`src/rtl/ripple_carry_adder_32b.sv`:
```
// Registered WIDTH-bit adder built from an explicit ripple chain of full-adder cells.
// One-cycle latency; Sum/Cout/Overflow load only on valid input and hold otherwise.
module ripple_carry_adder_32b #(
    parameter int unsigned WIDTH = 32
) (
    input  logic             clk,
    input  logic             rst_n,
    input  logic             in_valid,
    input  logic [WIDTH-1:0] A,
    input  logic [WIDTH-1:0] B,
    input  logic             Cin,
    output logic [WIDTH-1:0] Sum,
    output logic             Cout,
    output logic             Overflow,
    output logic             out_valid
);

    logic [WIDTH:0]   carry;
    logic [WIDTH-1:0] sum_comb;

    assign carry[0] = Cin;

    for (genvar i = 0; i < WIDTH; i++) begin : g_fa
        assign sum_comb[i]  = A[i] ^ B[i] ^ carry[i];
        assign carry[i+1]   = (A[i] & B[i]) | (carry[i] & (A[i] ^ B[i]));
    end

    logic [WIDTH-1:0] sum_q,  sum_d;
    logic             cout_q, cout_d;
    logic             ovf_q,  ovf_d;
    logic             vld_q,  vld_d;

    // Hold path is selected whenever in_valid is low, so idle-cycle operands never reach the register.
    always_comb begin
        sum_d  = sum_q;
        cout_d = cout_q;
        ovf_d  = ovf_q;
        vld_d  = in_valid;
        if (in_valid) begin
            sum_d  = sum_comb;
            cout_d = carry[WIDTH];
            ovf_d  = carry[WIDTH-1] ^ carry[WIDTH];
        end
    end

    always_ff @(posedge clk or negedge rst_n) begin
        if (!rst_n) begin
            sum_q  <= '0;
            cout_q <= 1'b0;
            ovf_q  <= 1'b0;
            vld_q  <= 1'b0;
        end else begin
            sum_q  <= sum_d;
            cout_q <= cout_d;
            ovf_q  <= ovf_d;
            vld_q  <= vld_d;
        end
    end

    assign Sum       = sum_q;
    assign Cout      = cout_q;
    assign Overflow  = ovf_q;
    assign out_valid = vld_q;

endmodule

```
`config.mk`:
```
export PLATFORM = sky130hd
export DESIGN_NAME = ripple_carry_adder_32b
export DESIGN_NICKNAME = d
export VERILOG_FILES = /design/src/rtl/ripple_carry_adder_32b.sv
export SDC_FILE = /design/constraint.sdc
export NUM_CORES = 1
export LEC_CHECK = 0
export CORE_ASPECT_RATIO = 0.5
export CORE_MARGIN = 3
export CORE_UTILIZATION = 41
export DETAILED_ROUTE_END_ITERATION = 10
export MAX_ROUTING_LAYER = met4
export PLACE_DENSITY = 0.81
export SLEW_MARGIN = 25
export SYNTH_ARGS = -nofsm -noshare
export SYNTH_HDL_FRONTEND = slang
export SYNTH_SLANG_ARGS = --single-unit
```
`constraint.sdc`:
```
create_clock -name clk -period 0.9 [get_ports clk]
set_input_delay 0.09 -clock clk [delete_from_list [all_inputs] [get_ports clk]]
set_output_delay 0.09 -clock clk [all_outputs]
set_load 0.1 [all_outputs]
```
==> results of run 1 <==
[kinds of logic (layout without fill, tap and decap cells)]
kind of cell  Yosys count  in the layout  synth area share (%)
fa+ha+maj              32             32                  30.3
mux                    34             34                  22.7
buf+inv                14            134                  5.15
flops                  35             35                  41.4
xor+xnor                1              1                 0.414
[per-stage QoR]
stage	total power (W)	cell area [um^2]	TNS, ns
after floorplan	0.00592	2240	-186.93
after global placement	0.00834	3700	-206.12
after detailed placement	0.00848	3700	-209.15
after CTS	0.00985	3860	-190.37
after global routing	0.0101	3870	-194.09
final	0.00978	3870	-189.43
[power by group]
group          switching, W  internal (W)  leakage, nW
sequential         0.000445       0.00203        0.375
clock              0.000607      0.000618       0.0482
combinational       0.00354       0.00254         1.21
total               0.00459       0.00518         1.64
[state kept, by name, summed over array words and instances (netlist names)]
signal	flops
Cout	1
out_valid	1
Overflow	1
Sum	32
[metal layers]
| layer | wire length [um] | share of wire (%) | vias to the layer above | global-route usage [%] |
|---|---|---|---|---|
| met5 | 0 | 0 | - | - |
| met3 | 267 | 5.0 | 18 | 5.17 |
| met1 | 1860 | 35 | 710 | 20.6 |
| met2 | 2950 | 56 | 48 | 35.0 |
| li1 | - | - | 607 | - |
| met4 | 216 | 4.1 | 0 | 10.6 |
[synth_stat cells (all sizes together)]
master  instances
buf             4
dfrtp          35
fa             32
inv            10
mux2           31
mux2i           3
xnor2           1
[worst max-delay path by stage]
stage                     to  depth (start not counted)  start
floorplan           Overflow                         37   A[0]
global placement    Overflow                         38   A[0]
detailed placement   Sum[31]                         37   A[0]
CTS                  Sum[31]                         37   A[0]
global route        Overflow                         38   A[0]
finish              Overflow                         38   A[0]
[worst max-delay path, delay by kind of cell]
| family | cells | cell delay [ns] |
|---|---|---|
| xor+xnor | 1 | 0.08 |
| buf+inv | 4 | 0.26 |
| mux | 1 | 0.25 |
| fa+ha+maj | 32 | 10.90 |
[repair_timing]
item | CTS | global route
resized for setup | 21 | 2
hold buffers | 1 | 0
setup buffers | 7 | 2
setup endpoints to repair | 69 | 68
pin swaps | 1 | 0
endpoints found under the hold margin | 35 | 0
[cell type report]
type / instances / area share [%]
Multi-Input combinational cell: 67 / 31.7
Sequential cell: 35 / 23.8
Clock buffer: 7 / 2.23
Inverter: 10 / 0.970
Clock inverter: 1 / 0.129
Timing Repair Buffer: 116 / 39.1
Tap cell: 66 / 2.13
==> metrics.txt, run 1 <==
# TYPE chip_impl_metric gauge
chip_impl_metric{name="arrival",unit="ns"} 11.58
chip_impl_metric{name="track_usage",unit="%"} 19.9
chip_impl_metric{name="vias_in_the_first_global_route",unit=""} 1731
chip_impl_metric{name="maxSlewViolCount",unit=""} 0
chip_impl_info{name="layout.cells.most_common_list",value="sky130_fd_sc_hd__clkdlybuf4s50_1 (60), sky130_fd_sc_hd__buf_12 (39), sky130_fd_sc_hd__dfrtp_2 (33), sky130_fd_sc_hd__fa_2 (32), sky130_fd_sc_hd__mux2_4 (31)"} 1
chip_impl_metric{name="finalSetupViolations",unit=""} 68
chip_impl_metric{name="routed_wire_length_per_instance",unit="um"} 17.5
chip_impl_metric{name="grt_max_degree",unit=""} 36
chip_impl_metric{name="max_cap_violations",unit=""} 0
chip_impl_metric{name="placementRows",unit=""} 17
chip_impl_metric{name="syn_area_per_cell",unit="um^2"} 18.2
chip_impl_metric{name="synth_top_area_share",unit="%"} 41.4
chip_impl_metric{name="yosysWarningCount",unit=""} 0
chip_impl_metric{name="clock.fmax",unit="MHz"} 87.8
chip_impl_metric{name="antenna_violations_before_repair",unit=""} 0
chip_impl_metric{name="cts.clk_slew.worst_paths",unit="ns"} 0.07
chip_impl_metric{name="io_buffer_count",unit=""} 102
chip_impl_metric{name="die_y",unit="um"} 56.8
chip_impl_metric{name="whs_path_depth",unit=""} 2
chip_impl_info{name="rsz_0062_raised_after_global_routing",value="true"} 1
chip_impl_metric{name="drt-initial-drc-count",unit=""} 7
chip_impl_metric{name="synthDistinctLibCells",unit=""} 9
chip_impl_info{name="tritoncts",value="built"} 1
chip_impl_metric{name="dr_vias",unit=""} 1383
chip_impl_info{name="status",value="finished, violations left"} 1
chip_impl_metric{name="dp.final_hpwl",unit="um"} 4330
chip_impl_metric{name="gp_routability_congestion",unit=""} 0.745
chip_impl_metric{name="finalNonFillerCells",unit=""} 302
chip_impl_info{name="timing.hold.worst_endpoint",value="out_valid"} 1
chip_impl_metric{name="cp.required",unit="ns"} 1.09
chip_impl_metric{name="tightest_slew",unit="ns"} 0.173
chip_impl_info{name="failed_checks",value="negative setup slack"} 1
chip_impl_metric{name="vdd_drop_max",unit="mV"} 1.38
chip_impl_metric{name="fillerInstances",unit=""} 254
chip_impl_metric{name="place_worst_setup_slack",unit="ns"} -11.15
chip_impl_metric{name="deepest_level_of_the_cts_h_tree",unit=""} 2
chip_impl_metric{name="placeableCoreArea",unit="um^2"} 4680
chip_impl_metric{name="synthesized_flop_and_latch_total",unit=""} 35
chip_impl_metric{name="grt-ovfl-total",unit=""} 0
chip_impl_info{name="critical-path-top-cell-by-count",value="sky130_fd_sc_hd__fa_2"} 1
chip_impl_info{name="synth_top_cells_by_area",value="sky130_fd_sc_hd__dfrtp_1 (41%), sky130_fd_sc_hd__fa_1 (30%), sky130_fd_sc_hd__mux2_4 (19%), sky130_fd_sc_hd__buf_12 (2.8%), sky130_fd_sc_hd__mux2_2 (2.1%)"} 1
chip_impl_info{name="timing_worst_setup_path_type",value="input port to register"} 1
chip_impl_metric{name="path_max_fanout",unit=""} 2
chip_impl_metric{name="drc",unit=""} 0
chip_impl_metric{name="avgViaCountPerCell",unit=""} 4.58
chip_impl_metric{name="post_synth_instance_area",unit="um^2"} 2110
chip_impl_metric{name="drive_above_1_share",unit="%"} 67.8
chip_impl_metric{name="die_w",unit="um"} 108
chip_impl_metric{name="final_antenna_net_count",unit=""} 0
chip_impl_info{name="cts_root_buffer",value="sky130_fd_sc_hd__clkbuf_8"} 1
chip_impl_metric{name="power.density_cell_area",unit="nW/um^2"} 2530
chip_impl_metric{name="final_util",unit="%"} 82.7
chip_impl_metric{name="top_level_pins",unit=""} 103
chip_impl_info{name="layout.cells.most_common",value="sky130_fd_sc_hd__clkdlybuf4s50_1"} 1
chip_impl_metric{name="antennaDiodeCount",unit=""} 0
chip_impl_metric{name="syn_nets",unit=""} 216
chip_impl_info{name="rr_startpoint",value="Sum[15]"} 1
chip_impl_metric{name="hold_violations",unit=""} 0
chip_impl_metric{name="floorplan.initialDensity",unit="%"} 45.2
chip_impl_metric{name="ctsLongestPathBuffers",unit=""} 2
chip_impl_metric{name="cts_inserted_buffers",unit=""} 5
chip_impl_info{name="hold_path_class",value="input port to register"} 1
chip_impl_info{name="timing.hold.worst.start",value="in_valid"} 1
chip_impl_metric{name="clkLatencyLatePin",unit="ns"} 0.29
chip_impl_metric{name="slowest_delay",unit="ns"} 0.38
chip_impl_metric{name="nets",unit=""} 335
chip_impl_metric{name="timing.hold.ws",unit="ns"} 0.156
chip_impl_metric{name="slew-limit-headroom",unit="%"} 88.1
chip_impl_metric{name="dp_cells",unit=""} 286
chip_impl_metric{name="ys_seq_area_share",unit="%"} 41.4
chip_impl_metric{name="timing.reg2reg.setup_slack",unit="ns"} -0.04
chip_impl_metric{name="period_minus_slack",unit="ns"} 11.39
chip_impl_metric{name="leakage",unit="nW"} 1.64
chip_impl_info{name="slowest_stage",value="sky130_fd_sc_hd__fa_2"} 1
chip_impl_info{name="worst_setup_path_start_kind",value="input port"} 1
chip_impl_metric{name="routed_wl",unit="um"} 5290
chip_impl_metric{name="fin_skew",unit="ns"} 0
chip_impl_metric{name="final.period_utilization",unit="%"} 1270
chip_impl_metric{name="r2r_cells",unit=""} 2
chip_impl_metric{name="grt_pass1_wl",unit="um"} 8710
chip_impl_metric{name="postLayoutSetupSlackWorst",unit="ns"} -10.49
chip_impl_metric{name="clock-sinks",unit=""} 35
chip_impl_metric{name="postSynthCellCount",unit=""} 116
chip_impl_metric{name="area_growth",unit="%"} 83.0
chip_impl_metric{name="die-area",unit="um^2"} 6110
chip_impl_info{name="setup.worst_path.end_class",value="register"} 1
chip_impl_info{name="netlist.top_cell.by_area",value="sky130_fd_sc_hd__dfrtp_1"} 1
chip_impl_metric{name="drt-pass1-iter-count",unit=""} 4
chip_impl_metric{name="area.sequential",unit="um^2"} 921
chip_impl_info{name="reg2reg_to",value="Sum[15]"} 1
chip_impl_metric{name="multi_input_comb_area",unit="um^2"} 1220
No activity file was read; power rests on OpenSTA's default activity.
==> run 2, diff against run 1 <==
--- a/config.mk
+++ b/config.mk
@@ -11,6 +11,7 @@
 export DETAILED_ROUTE_END_ITERATION = 10
 export MAX_ROUTING_LAYER = met4
 export PLACE_DENSITY = 0.81
+export SETUP_SLACK_MARGIN = 0.15
 export SLEW_MARGIN = 25
 export SYNTH_ARGS = -nofsm -noshare
 export SYNTH_HDL_FRONTEND = slang
==> run 2 against run 1 <==
Against the previous run:
- the flow still finishes with violations (negative setup slack)
- via count fell by 0.14%
- total power about the same
- clock-buffer cell count unchanged
- clock power is essentially flat
- largest power group unchanged
- maximum frequency about the same
- register-to-register slack barely moved
- largest cell class unchanged
- critical path depth down 1
==> metrics.txt, run 2 (synthesized netlist as in run 1, its figures left out) <==
# TYPE chip_impl_metric gauge
chip_impl_metric{name="routed_wl",unit="um"} 5280
chip_impl_metric{name="placeableCoreArea",unit="um^2"} 4680
chip_impl_metric{name="slew-limit-headroom",unit="%"} 88.1
chip_impl_metric{name="maxSlewViolCount",unit=""} 0
chip_impl_metric{name="die_w",unit="um"} 108
chip_impl_metric{name="final_antenna_net_count",unit=""} 0
chip_impl_metric{name="antenna_violations_before_repair",unit=""} 0
chip_impl_info{name="failed_checks",value="negative setup slack"} 1
chip_impl_metric{name="dp.final_hpwl",unit="um"} 4330
chip_impl_info{name="layout.cells.most_common_list",value="sky130_fd_sc_hd__clkdlybuf4s50_1 (60), sky130_fd_sc_hd__buf_12 (39), sky130_fd_sc_hd__dfrtp_2 (33), sky130_fd_sc_hd__fa_2 (32), sky130_fd_sc_hd__mux2_4 (31)"} 1
chip_impl_metric{name="avgViaCountPerCell",unit=""} 4.57
chip_impl_metric{name="slowest_delay",unit="ns"} 0.41
chip_impl_info{name="critical-path-top-cell-by-count",value="sky130_fd_sc_hd__fa_2"} 1
chip_impl_metric{name="placementRows",unit=""} 17
chip_impl_metric{name="cp.required",unit="ns"} 1.12
chip_impl_metric{name="period_minus_slack",unit="ns"} 11.38
chip_impl_metric{name="vdd_drop_max",unit="mV"} 1.38
chip_impl_info{name="rsz_0062_raised_after_global_routing",value="true"} 1
chip_impl_metric{name="dp_cells",unit=""} 286
chip_impl_metric{name="nets",unit=""} 335
chip_impl_metric{name="path_max_fanout",unit=""} 2
chip_impl_metric{name="timing.hold.ws",unit="ns"} 0.154
chip_impl_metric{name="max_reg_flops",unit=""} 32
chip_impl_metric{name="total_power",unit="W"} 0.00977
chip_impl_metric{name="die_y",unit="um"} 56.8
chip_impl_metric{name="final.period_utilization",unit="%"} 1260
chip_impl_metric{name="arrival",unit="ns"} 11.60
chip_impl_metric{name="finalSetupViolations",unit=""} 68
chip_impl_info{name="cts_root_buffer",value="sky130_fd_sc_hd__clkbuf_8"} 1
chip_impl_metric{name="post_dp_cell_area",unit="um^2"} 3700
chip_impl_info{name="timing_worst_setup_path_type",value="input port to register"} 1
chip_impl_info{name="layout.cells.most_common",value="sky130_fd_sc_hd__clkdlybuf4s50_1"} 1
chip_impl_metric{name="clkLatencyLatePin",unit="ns"} 0.29
chip_impl_metric{name="floorplan.initialDensity",unit="%"} 45.2
chip_impl_metric{name="antennaDiodeCount",unit=""} 0
chip_impl_info{name="hold_path_class",value="input port to register"} 1
chip_impl_metric{name="drt-pass1-iter-count",unit=""} 4
chip_impl_metric{name="tightest_slew",unit="ns"} 0.173
chip_impl_metric{name="leakage",unit="nW"} 1.64
chip_impl_metric{name="routed_wire_length_per_instance",unit="um"} 17.5
chip_impl_info{name="tritoncts",value="built"} 1
chip_impl_metric{name="hold_violations",unit=""} 0
chip_impl_metric{name="postLayoutSetupSlackWorst",unit="ns"} -10.48
chip_impl_metric{name="finalNonFillerCells",unit=""} 302
chip_impl_metric{name="max_cap_violations",unit=""} 0
chip_impl_metric{name="drive_above_1_share",unit="%"} 67.8
chip_impl_metric{name="io_buffer_count",unit=""} 102
chip_impl_metric{name="cts_inserted_buffers",unit=""} 5
chip_impl_metric{name="top_level_pins",unit=""} 103
chip_impl_metric{name="cts.clk_slew.worst_paths",unit="ns"} 0.07
chip_impl_metric{name="grt_max_degree",unit=""} 36
chip_impl_metric{name="ctsLongestPathBuffers",unit=""} 2
chip_impl_metric{name="gp_routability_congestion",unit=""} 0.745
chip_impl_info{name="worst_setup_path_start_kind",value="input port"} 1
chip_impl_metric{name="track_usage",unit="%"} 19.8
chip_impl_metric{name="grt-ovfl-total",unit=""} 0
chip_impl_metric{name="area_growth",unit="%"} 82.8
chip_impl_metric{name="deepest_level_of_the_cts_h_tree",unit=""} 2
chip_impl_metric{name="die-area",unit="um^2"} 6110
chip_impl_metric{name="final_design_area_no_fill",unit="um^2"} 3860
chip_impl_metric{name="grt_pass1_wl",unit="um"} 8670
chip_impl_metric{name="fin_skew",unit="ns"} 0
chip_impl_metric{name="dr_vias",unit=""} 1381
chip_impl_metric{name="clock-sinks",unit=""} 35
chip_impl_metric{name="power.density_cell_area",unit="nW/um^2"} 2530
chip_impl_metric{name="vias_in_the_first_global_route",unit=""} 1724
chip_impl_metric{name="drt-initial-drc-count",unit=""} 12
chip_impl_info{name="status",value="finished, violations left"} 1
chip_impl_metric{name="drc",unit=""} 0
chip_impl_metric{name="clock.fmax",unit="MHz"} 87.9
chip_impl_metric{name="tns_setup",unit="ns"} -189.42
chip_impl_info{name="setup.worst_path.end_class",value="register"} 1
chip_impl_info{name="slowest_stage",value="sky130_fd_sc_hd__fa_2"} 1
[run 2: cell counts in the layout (fill, tap and decap cells not counted)]
Identical to the previous run, type by type.
[run 2: worst paths after layout]
path | from | endpoint | slack, ns | cells after the start
worst min register to register | Sum[26] | Sum[26] | 0.56 | 1
worst max-delay path | A[0] | Sum[31] | -10.48 | 37
worst min-delay path | in_valid | out_valid | 0.15 | 2
min in group asynchronous | rst_n | Sum[15] | 0.27 | 3
max in group asynchronous | rst_n | Sum[0] | 0.43 | 3
worst max register to register | Sum[15] | Sum[15] | -0.04 | 2
[run 2: worst max-delay path: cells and delay by family]
family	cells	cell delay, ns
buffers and inverters	4	0.26
muxes	1	0.14
adders and majority gates	32	11.09
[run 2: area by class of cell]
type	count	area [um^2]
inverter	10	37.5
timing repair buffer	116	1510
clock buffer	7	86.3
tap	66	82.6
clock inverter	1	5.00
fill	253	815
sequential	35	921
multi-input combinational	67	1220
[run 2: layer usage]
metal	global-route usage, %	vias up	part of all wire [%]
li1	-	607	-
met1	20.4	708	35
met2	34.9	49	56
met3	5.17	17	5.1
met4	10.6	0	4.1
met5	-	-	0
[run 2: what timing repair did]
action	4_1_cts	5_1_grt
pin swaps	1	0
buffers inserted	6	1
gates resized for setup	20	1
hold buffers	1	0
hold endpoints to repair	35	0
endpoints found under the setup margin	69	69
[run 2: where the power goes]
part           internal, W  switching [W]  total, W
Combinational      0.00253        0.00354   0.00607
Sequential         0.00203       0.000445   0.00247
Clock             0.000618       0.000610   0.00123
Total              0.00518        0.00459   0.00977
[run 2: stage by stage]
step	setup WS [ns]	util [%]
finish	-10.48	82.6
global route	-10.74	82.6
CTS	-10.51	82.4
detailed placement	-11.15	79.2
global placement	-10.97	79.2
floorplan	-10.32	-
